===== src/rtl/adpll_pkg.sv =====
// Shared types and default widths for the ADPLL reference/lock monitor.
package adpll_pkg;

  localparam int ADPLL_ERROR_WIDTH = 8;
  localparam int ADPLL_DIV_WIDTH   = 16;

  typedef enum logic [1:0] {
    IDLE    = 2'd0,
    ACQUIRE = 2'd1,
    LOCKED  = 2'd2
  } lock_state_t;

endpackage


===== src/rtl/ref_divider.sv =====
// Reference clock generator: half-period counter, hp latch, ref clock, rising-edge pulse
// and a combinational falling-toggle strobe (high in the cycle that ends with the fall).
module ref_divider
  import adpll_pkg::*;
#(
  parameter int DIV_WIDTH = ADPLL_DIV_WIDTH
) (
  input  logic                 clk_i,
  input  logic                 rst_i,
  input  logic                 run_i,
  input  logic [DIV_WIDTH-1:0] half_period_i,
  output logic                 ref_clk_o,
  output logic                 ref_edge_o,
  output logic                 fall_o
);

  logic [DIV_WIDTH-1:0] cnt_q, cnt_d;
  logic [DIV_WIDTH-1:0] hp_q, hp_d;
  logic [DIV_WIDTH-1:0] hp_eff;
  logic                 ref_clk_q, ref_clk_d;
  logic                 edge_q, edge_d;
  logic                 toggle;

  always_comb begin
    hp_eff    = (half_period_i == '0) ? DIV_WIDTH'(1) : half_period_i;
    toggle    = run_i && (cnt_q == hp_q - DIV_WIDTH'(1));
    cnt_d     = cnt_q;
    hp_d      = hp_q;
    ref_clk_d = ref_clk_q;
    edge_d    = 1'b0;
    // While stopped the period is re-latched every cycle, so the value present
    // when the generator starts is the one used for the first half period.
    if (!run_i) begin
      cnt_d     = '0;
      ref_clk_d = 1'b0;
      hp_d      = hp_eff;
    end else if (toggle) begin
      cnt_d     = '0;
      ref_clk_d = ~ref_clk_q;
      edge_d    = ~ref_clk_q;
      if (!ref_clk_q) hp_d = hp_eff;
    end else begin
      cnt_d = cnt_q + DIV_WIDTH'(1);
    end
  end

  always_ff @(posedge clk_i or posedge rst_i) begin
    if (rst_i) begin
      cnt_q     <= '0;
      hp_q      <= DIV_WIDTH'(1);
      ref_clk_q <= 1'b0;
      edge_q    <= 1'b0;
    end else begin
      cnt_q     <= cnt_d;
      hp_q      <= hp_d;
      ref_clk_q <= ref_clk_d;
      edge_q    <= edge_d;
    end
  end

  assign ref_clk_o  = ref_clk_q;
  assign ref_edge_o = edge_q;
  assign fall_o     = toggle && ref_clk_q;

endmodule


===== src/rtl/adpll_ref_lock_monitor.sv =====
// Generates the ADPLL reference clock and judges lock from the loop's phase error.
// Optional peak |error| tracker while LOCKED is built when ADPLL_REF_PEAK_EN is defined.
module adpll_ref_lock_monitor
  import adpll_pkg::*;
#(
  parameter int DIV_WIDTH    = ADPLL_DIV_WIDTH,
  parameter int ERROR_WIDTH  = ADPLL_ERROR_WIDTH,
  parameter int LOCK_TOL     = 2,
  parameter int LOCK_COUNT   = 16,
  parameter int UNLOCK_COUNT = 4
) (
  input  logic                          fpga_clk_i,
  input  logic                          reset_i,
  input  logic                          enable_i,
  input  logic [DIV_WIDTH-1:0]          half_period_i,
  input  logic signed [ERROR_WIDTH-1:0] error_i,
  output logic                          ref_clk_o,
  output logic                          ref_edge_o,
  output logic                          locked_o,
  output logic [1:0]                    lock_state_o,
  output logic                          lock_loss_o,
  output logic [ERROR_WIDTH-1:0]        error_peak_o
);

  localparam int CNT_MAX = (LOCK_COUNT > UNLOCK_COUNT) ? LOCK_COUNT : UNLOCK_COUNT;
  localparam int CNT_W   = $clog2(CNT_MAX + 1);

  lock_state_t            state_q, state_d;
  logic [CNT_W-1:0]       good_q, good_d, good_inc;
  logic [CNT_W-1:0]       bad_q, bad_d, bad_inc;
  logic                   loss_q, loss_d;
  logic [ERROR_WIDTH-1:0] sample_q, sample_d;
  logic                   strobe_q, strobe_d;
  logic [ERROR_WIDTH-1:0] abs_v;
  logic                   sample_good;
  logic                   fall;
  logic                   run;

  assign run = enable_i && (state_q != IDLE);

  ref_divider #(
    .DIV_WIDTH(DIV_WIDTH)
  ) u_div (
    .clk_i        (fpga_clk_i),
    .rst_i        (reset_i),
    .run_i        (run),
    .half_period_i(half_period_i),
    .ref_clk_o    (ref_clk_o),
    .ref_edge_o   (ref_edge_o),
    .fall_o       (fall)
  );

  // Error is captured on the falling-toggle edge; the FSM consumes it one edge later.
  always_comb begin
    sample_d = fall ? error_i : sample_q;
    strobe_d = fall;
  end

  // Magnitude in ERROR_WIDTH unsigned bits: the most negative code maps to 2^(W-1).
  always_comb begin
    abs_v       = sample_q[ERROR_WIDTH-1] ? (~sample_q + ERROR_WIDTH'(1)) : sample_q;
    sample_good = (abs_v <= ERROR_WIDTH'(LOCK_TOL));
  end

  always_ff @(posedge fpga_clk_i or posedge reset_i) begin
    if (reset_i) begin
      state_q  <= IDLE;
      good_q   <= '0;
      bad_q    <= '0;
      loss_q   <= 1'b0;
      sample_q <= '0;
      strobe_q <= 1'b0;
    end else begin
      state_q  <= state_d;
      good_q   <= good_d;
      bad_q    <= bad_d;
      loss_q   <= loss_d;
      sample_q <= sample_d;
      strobe_q <= strobe_d;
    end
  end

  // A disable overrides everything, including a strobe in the same cycle.
  always_comb begin
    state_d  = state_q;
    good_d   = good_q;
    bad_d    = bad_q;
    loss_d   = 1'b0;
    good_inc = good_q + CNT_W'(1);
    bad_inc  = bad_q + CNT_W'(1);
    if (!enable_i) begin
      state_d = IDLE;
      good_d  = '0;
      bad_d   = '0;
    end else begin
      case (state_q)
        IDLE: begin
          state_d = ACQUIRE;
          good_d  = '0;
          bad_d   = '0;
        end
        ACQUIRE: begin
          if (strobe_q) begin
            if (!sample_good) begin
              good_d = '0;
            end else if (good_inc == CNT_W'(LOCK_COUNT)) begin
              state_d = LOCKED;
              good_d  = '0;
              bad_d   = '0;
            end else begin
              good_d = good_inc;
            end
          end
        end
        LOCKED: begin
          if (strobe_q) begin
            if (sample_good) begin
              bad_d = '0;
            end else if (bad_inc == CNT_W'(UNLOCK_COUNT)) begin
              state_d = ACQUIRE;
              loss_d  = 1'b1;
              good_d  = '0;
              bad_d   = '0;
            end else begin
              bad_d = bad_inc;
            end
          end
        end
        default: begin
          state_d = IDLE;
          good_d  = '0;
          bad_d   = '0;
        end
      endcase
    end
  end

  always_comb begin
    locked_o     = (state_q == LOCKED);
    lock_state_o = state_q;
    lock_loss_o  = loss_q;
  end

`ifdef ADPLL_REF_PEAK_EN
  logic [ERROR_WIDTH-1:0] peak_q, peak_d;

  // Cleared on entering LOCKED, grows on every LOCKED sample, holds otherwise.
  always_comb begin
    peak_d = peak_q;
    if (enable_i && strobe_q) begin
      if (state_q == ACQUIRE && state_d == LOCKED) begin
        peak_d = '0;
      end else if (state_q == LOCKED && abs_v > peak_q) begin
        peak_d = abs_v;
      end
    end
  end

  always_ff @(posedge fpga_clk_i or posedge reset_i) begin
    if (reset_i) begin
      peak_q <= '0;
    end else begin
      peak_q <= peak_d;
    end
  end

  assign error_peak_o = peak_q;
`else
  assign error_peak_o = '0;
`endif

endmodule


===== config.mk =====
export PLATFORM = sky130hd
export DESIGN_NAME = adpll_ref_lock_monitor
export DESIGN_NICKNAME = d
export VERILOG_FILES = /design/src/rtl/adpll_pkg.sv /design/src/rtl/ref_divider.sv /design/src/rtl/adpll_ref_lock_monitor.sv
export SDC_FILE = /design/constraint.sdc
export NUM_CORES = 1
export LEC_CHECK = 0
export BUFFER_PORTS_ARGS = -buffer_cell sky130_fd_sc_hd__buf_2
export CAP_MARGIN = 20
export CORE_UTILIZATION = 58
export DETAILED_ROUTE_END_ITERATION = 10
export GPL_TIMING_DRIVEN = 0
export PLACE_DENSITY_LB_ADDON = 0.2
export RECOVER_POWER = 100
export SYNTH_ARGS = -nofsm -noshare
export SYNTH_HDL_FRONTEND = slang
export SYNTH_HIERARCHICAL = 1
export SYNTH_SLANG_ARGS = --single-unit

===== constraint.sdc =====
create_clock -name fpga_clk_i -period 4.2 [get_ports fpga_clk_i]
set_input_delay 0.42 -clock fpga_clk_i [delete_from_list [all_inputs] [get_ports fpga_clk_i]]
set_output_delay 0.42 -clock fpga_clk_i [all_outputs]
set_load 0.1 [all_outputs]

==> key figures <==
STA
  • Final setup vio count: 0
  • RSZ-0062 raised after global routing: no
  • Part of the cycle the worst path needs: 87.2%
  • Final worst slack: 0.536 ns
  • Slew @ Worst Pin: 1.30 ns
  • Max Clock Skew: 0.00862 ns
  • Slew headroom: 13.1%
  • Fin. max-slew vios: 0
  • Max Fclk: 273 MHz
  • Fin. Hold Viols: 0
  • Setup total negative slack: 0 ns
  • Final min period: 3.66 ns
  • Worst-case hold slack: 0.0457 ns

Critical path
  • CP Max Fanout: 10
  • Reg2Reg Depth: 10
  • CP Capture Point: u_div/hp_q[6]
  • Buf/Inv on CP: 3
  • WS Path Type: reg -> reg
  • Launching point of the worst reg2reg path: u_div/hp_q[0]
  • Worst Setup SP: u_div/hp_q[0]
  • Crit start category: flip-flop
  • R2r endpoint: u_div/hp_q[6]
  • Reg2Reg Setup Slack: 0.54 ns
  • Critical Path RT: 4.40 ns
  • Crit path depth: 10
  • Crit. End Element: flip-flop
  • Slowest stage delay, CP: 0.85 ns
  • Crit path arrival time: 3.87 ns
  • Slowest CP cell: o41ai_2
  • CP Cell Sequence: inv_1 -> ha_1 -> clkbuf_1 -> nand3_1 -> xor2_1 -> o31ai_1 -> a2111o_1 -> o41ai_2 -> buf_6 -> mux2_1
  • Top cell family by delay on the critical path: compound AO/OA/AOI/OAI gates

Synth
  • Asr flop ratio synth: 100%
  • Synthesized cell area: 3210 um2
  • Syn avg cell area: 10.1 um2
  • Yosys top cell area share: 42.9%
  • Ys Warns: 6
  • Cells after Synth: 317
  • Most used flip-flop cell after synthesis: dfrtp_1
  • Sequential share of the synthesized area: 43.7%
  • Ranking of synthesized cells by area: dfrtp_1, xor2_1, mux2_1
  • Cell variety after synth: 52
  • Post-synth EDFFs: 0
  • Largest area contributor in the netlist: dfrtp_1
  • #FFs+latches synth: 56

Placement
  • Place WS: 0.804 ns
  • Placed Area: 3510 um2
  • Port bufs: 32
  • DPL Wire Length: 4850 um
  • Placer Congestion: 0.912

Clock tree
  • Clk_lat worst skew: 0.31 ns
  • Root Buffer: clkbuf_8
  • CTS buffer count: 5
  • Postcts setup bufs: 0
  • Post_cts resized: 0
  • H-tree Lvls: 2
  • Worst-path clk slew: 0.10 ns
  • Clock sinks: 56
  • # hold bufs at CTS: 0
  • Clock tree buffer depth: 2
  • CTS tree: done

Cells and area
  • Final #Nets: 396
  • Layout cells sized above 1: 14.5%
  • Final Cell Area: 3570 um2
  • Fill count: 418
  • Register area: 1400 um2
  • Ant. Diodes: 0
  • Area grow syn2layout: 11.1%
  • Footprint of the multi-input gates: 1670 um2

Drt
  • Drt first-iter violations: 98
  • Top Metal Used: met4
  • Drt via density: 5.61
  • Via Count: 2439
  • Final ANT Viol Nets: 0
  • Met3 wire length: 249 um
  • Pre-antenna DRT Iters: 4
  • Met2 WL post-DR: 3160 um
  • DRT met1 WL: 2720 um
  • DR WL/cell: 14.5 um
  • Residual DRC count: 0
  • Total wire length: 6300 um

Floorplan
  • Die area: 5830 um2
  • Starting density of the core: 61.7%
  • IO Count: 41
  • Core region area: 5200 um2
  • Num rows: 26
  • Die W: 76.4 um
  • Die H: 76.4 um

Hold path
  • Hold crit path type: in -> async

GRT
  • Number of global-route vias before repair: 2378
  • First-pass GRT wire length: 11000 um
  • Total grt overflow: 0
  • Initial antenna violation count: 0
  • GR Util All Layers: 23.9%
  • Largest net degree at the start of global routing: 26

Job
  • Max-Cap Viols: 0

Run status
  • Outcome: completed

Power
  • P_leak: 1.60 nW
  • VDD IR-drop max: 0.227 mV
  • Power consumption: 1.08 mW
  • Pwr dens: 303 nW/um2
cell type report:
type | instances | area share (%)
Timing Repair Buffer | 33 | 4.35
Multi-Input combinational cell | 243 | 46.9
Tap cell | 70 | 2.46
Sequential cell | 56 | 39.3
Clock buffer | 5 | 1.93
Buffer | 16 | 2.77
Clock inverter | 3 | 1.33
Inverter | 9 | 0.947
power by group:
part / switching (mW) / total [mW] / internal, mW / leakage, nW
logic: 0.0979 / 0.148 / 0.0506 / 0.812
registers: 0.0207 / 0.574 / 0.553 / 0.730
clock network: 0.179 / 0.358 / 0.180 / 0.0583
total: 0.297 / 1.08 / 0.784 / 1.60
how the worst min path moves through the flow:
| stage | from | end | slack (ns) | cells past startpoint |
|---|---|---|---|---|
| floorplan | reset_i | bad_q[0] | 0.41 | 1 |
| global placement | sample_q[4] | sample_q[4] | 0.49 | 1 |
| detailed placement | reset_i | u_div/hp_q[4] | 0.47 | 2 |
| CTS | reset_i | u_div/cnt_q[4] | 0.11 | 2 |
| global route | reset_i | u_div/hp_q[4] | 0.1 | 2 |
| finish | reset_i | u_div/hp_q[4] | 0.05 | 2 |
through the flow:
step           utilization [%]  cells
2_1_floorplan                -    324
3_3_place_gp              66.9    426
3_5_place_dp              67.5    427
4_1_cts                   69.7    435
5_1_grt                   68.5    435
6_report                  68.5    435
cell families (layout without fill, tap and decap cells):
logic type / after synthesis / after routing / share of synthesized area (%)
other cells: 1 / 8 / 0.117
fa+ha+maj: 5 / 5 / 1.95
xor+xnor: 37 / 37 / 10.1
flops: 56 / 56 / 43.7
simple gates: 123 / 123 / 20.0
buf+inv: 25 / 66 / 4.25
mux: 24 / 24 / 8.30
compound gates: 46 / 46 / 11.6
synth_stat cells (5+ instances only):
| master | n |
|---|---|
| nand4_1 | 6 |
| mux2_2 | 6 |
| xnor2_1 | 11 |
| buf_4 | 9 |
| ha_1 | 5 |
| nor3_1 | 9 |
| mux2_1 | 15 |
| nor4_1 | 8 |
| inv_1 | 9 |
| nor2_1 | 29 |
| nand3_1 | 20 |
| nand2_1 | 22 |
| xor2_1 | 26 |
| and3_1 | 6 |
| dfrtp_1 | 55 |
| o21ai_0 | 10 |
| clkbuf_1 | 5 |
sequential cells by signal, summed over array words and instances (netlist names):
| register | flops |
|---|---|
| u_div/ref_clk_o | 1 |
| u_div/cnt_q | 16 |
| bad_q | 5 |
| sample_q | 8 |
| u_div/ref_edge_o | 1 |
| good_q | 5 |
| lock_loss_o | 1 |
| strobe_q | 1 |
| lock_state_o | 2 |
| u_div/hp_q | 16 |
cell usage in the layout, fill, tap and decap left out, types with 3 or more instances in the layout:
cell type,Yosys,final
nand4b_1,3,3
and3_1,6,6
xor2_1,26,26
o21a_1,4,4
nor2_1,29,30
nand3_1,20,20
mux2_2,6,6
a31oi_1,3,3
nand2b_1,4,4
conb_1,1,8
buf_2,1,26
dfrtp_1,55,55
nand2_1,22,22
clkbuf_1,5,14
o21ai_0,10,11
nor2b_1,4,4
nand4_1,6,6
buf_4,9,8
and2_1,4,3
nor4_1,8,8
nor3_1,9,9
mux2_1,15,15
inv_1,9,9
o31ai_1,3,4
xnor2_1,11,11
a22o_1,4,4
clkbuf_8,0,5
a32o_1,4,4
mux2i_1,3,3
ha_1,5,5
metal layers:
metal  up-vias  GRT usage (%)
met5         -              0
met4         0           10.2
met3        15           4.67
met2        56           41.4
met1      1148           28.9
li1       1220              -
Note: power is estimated with default switching activity, not from simulation.
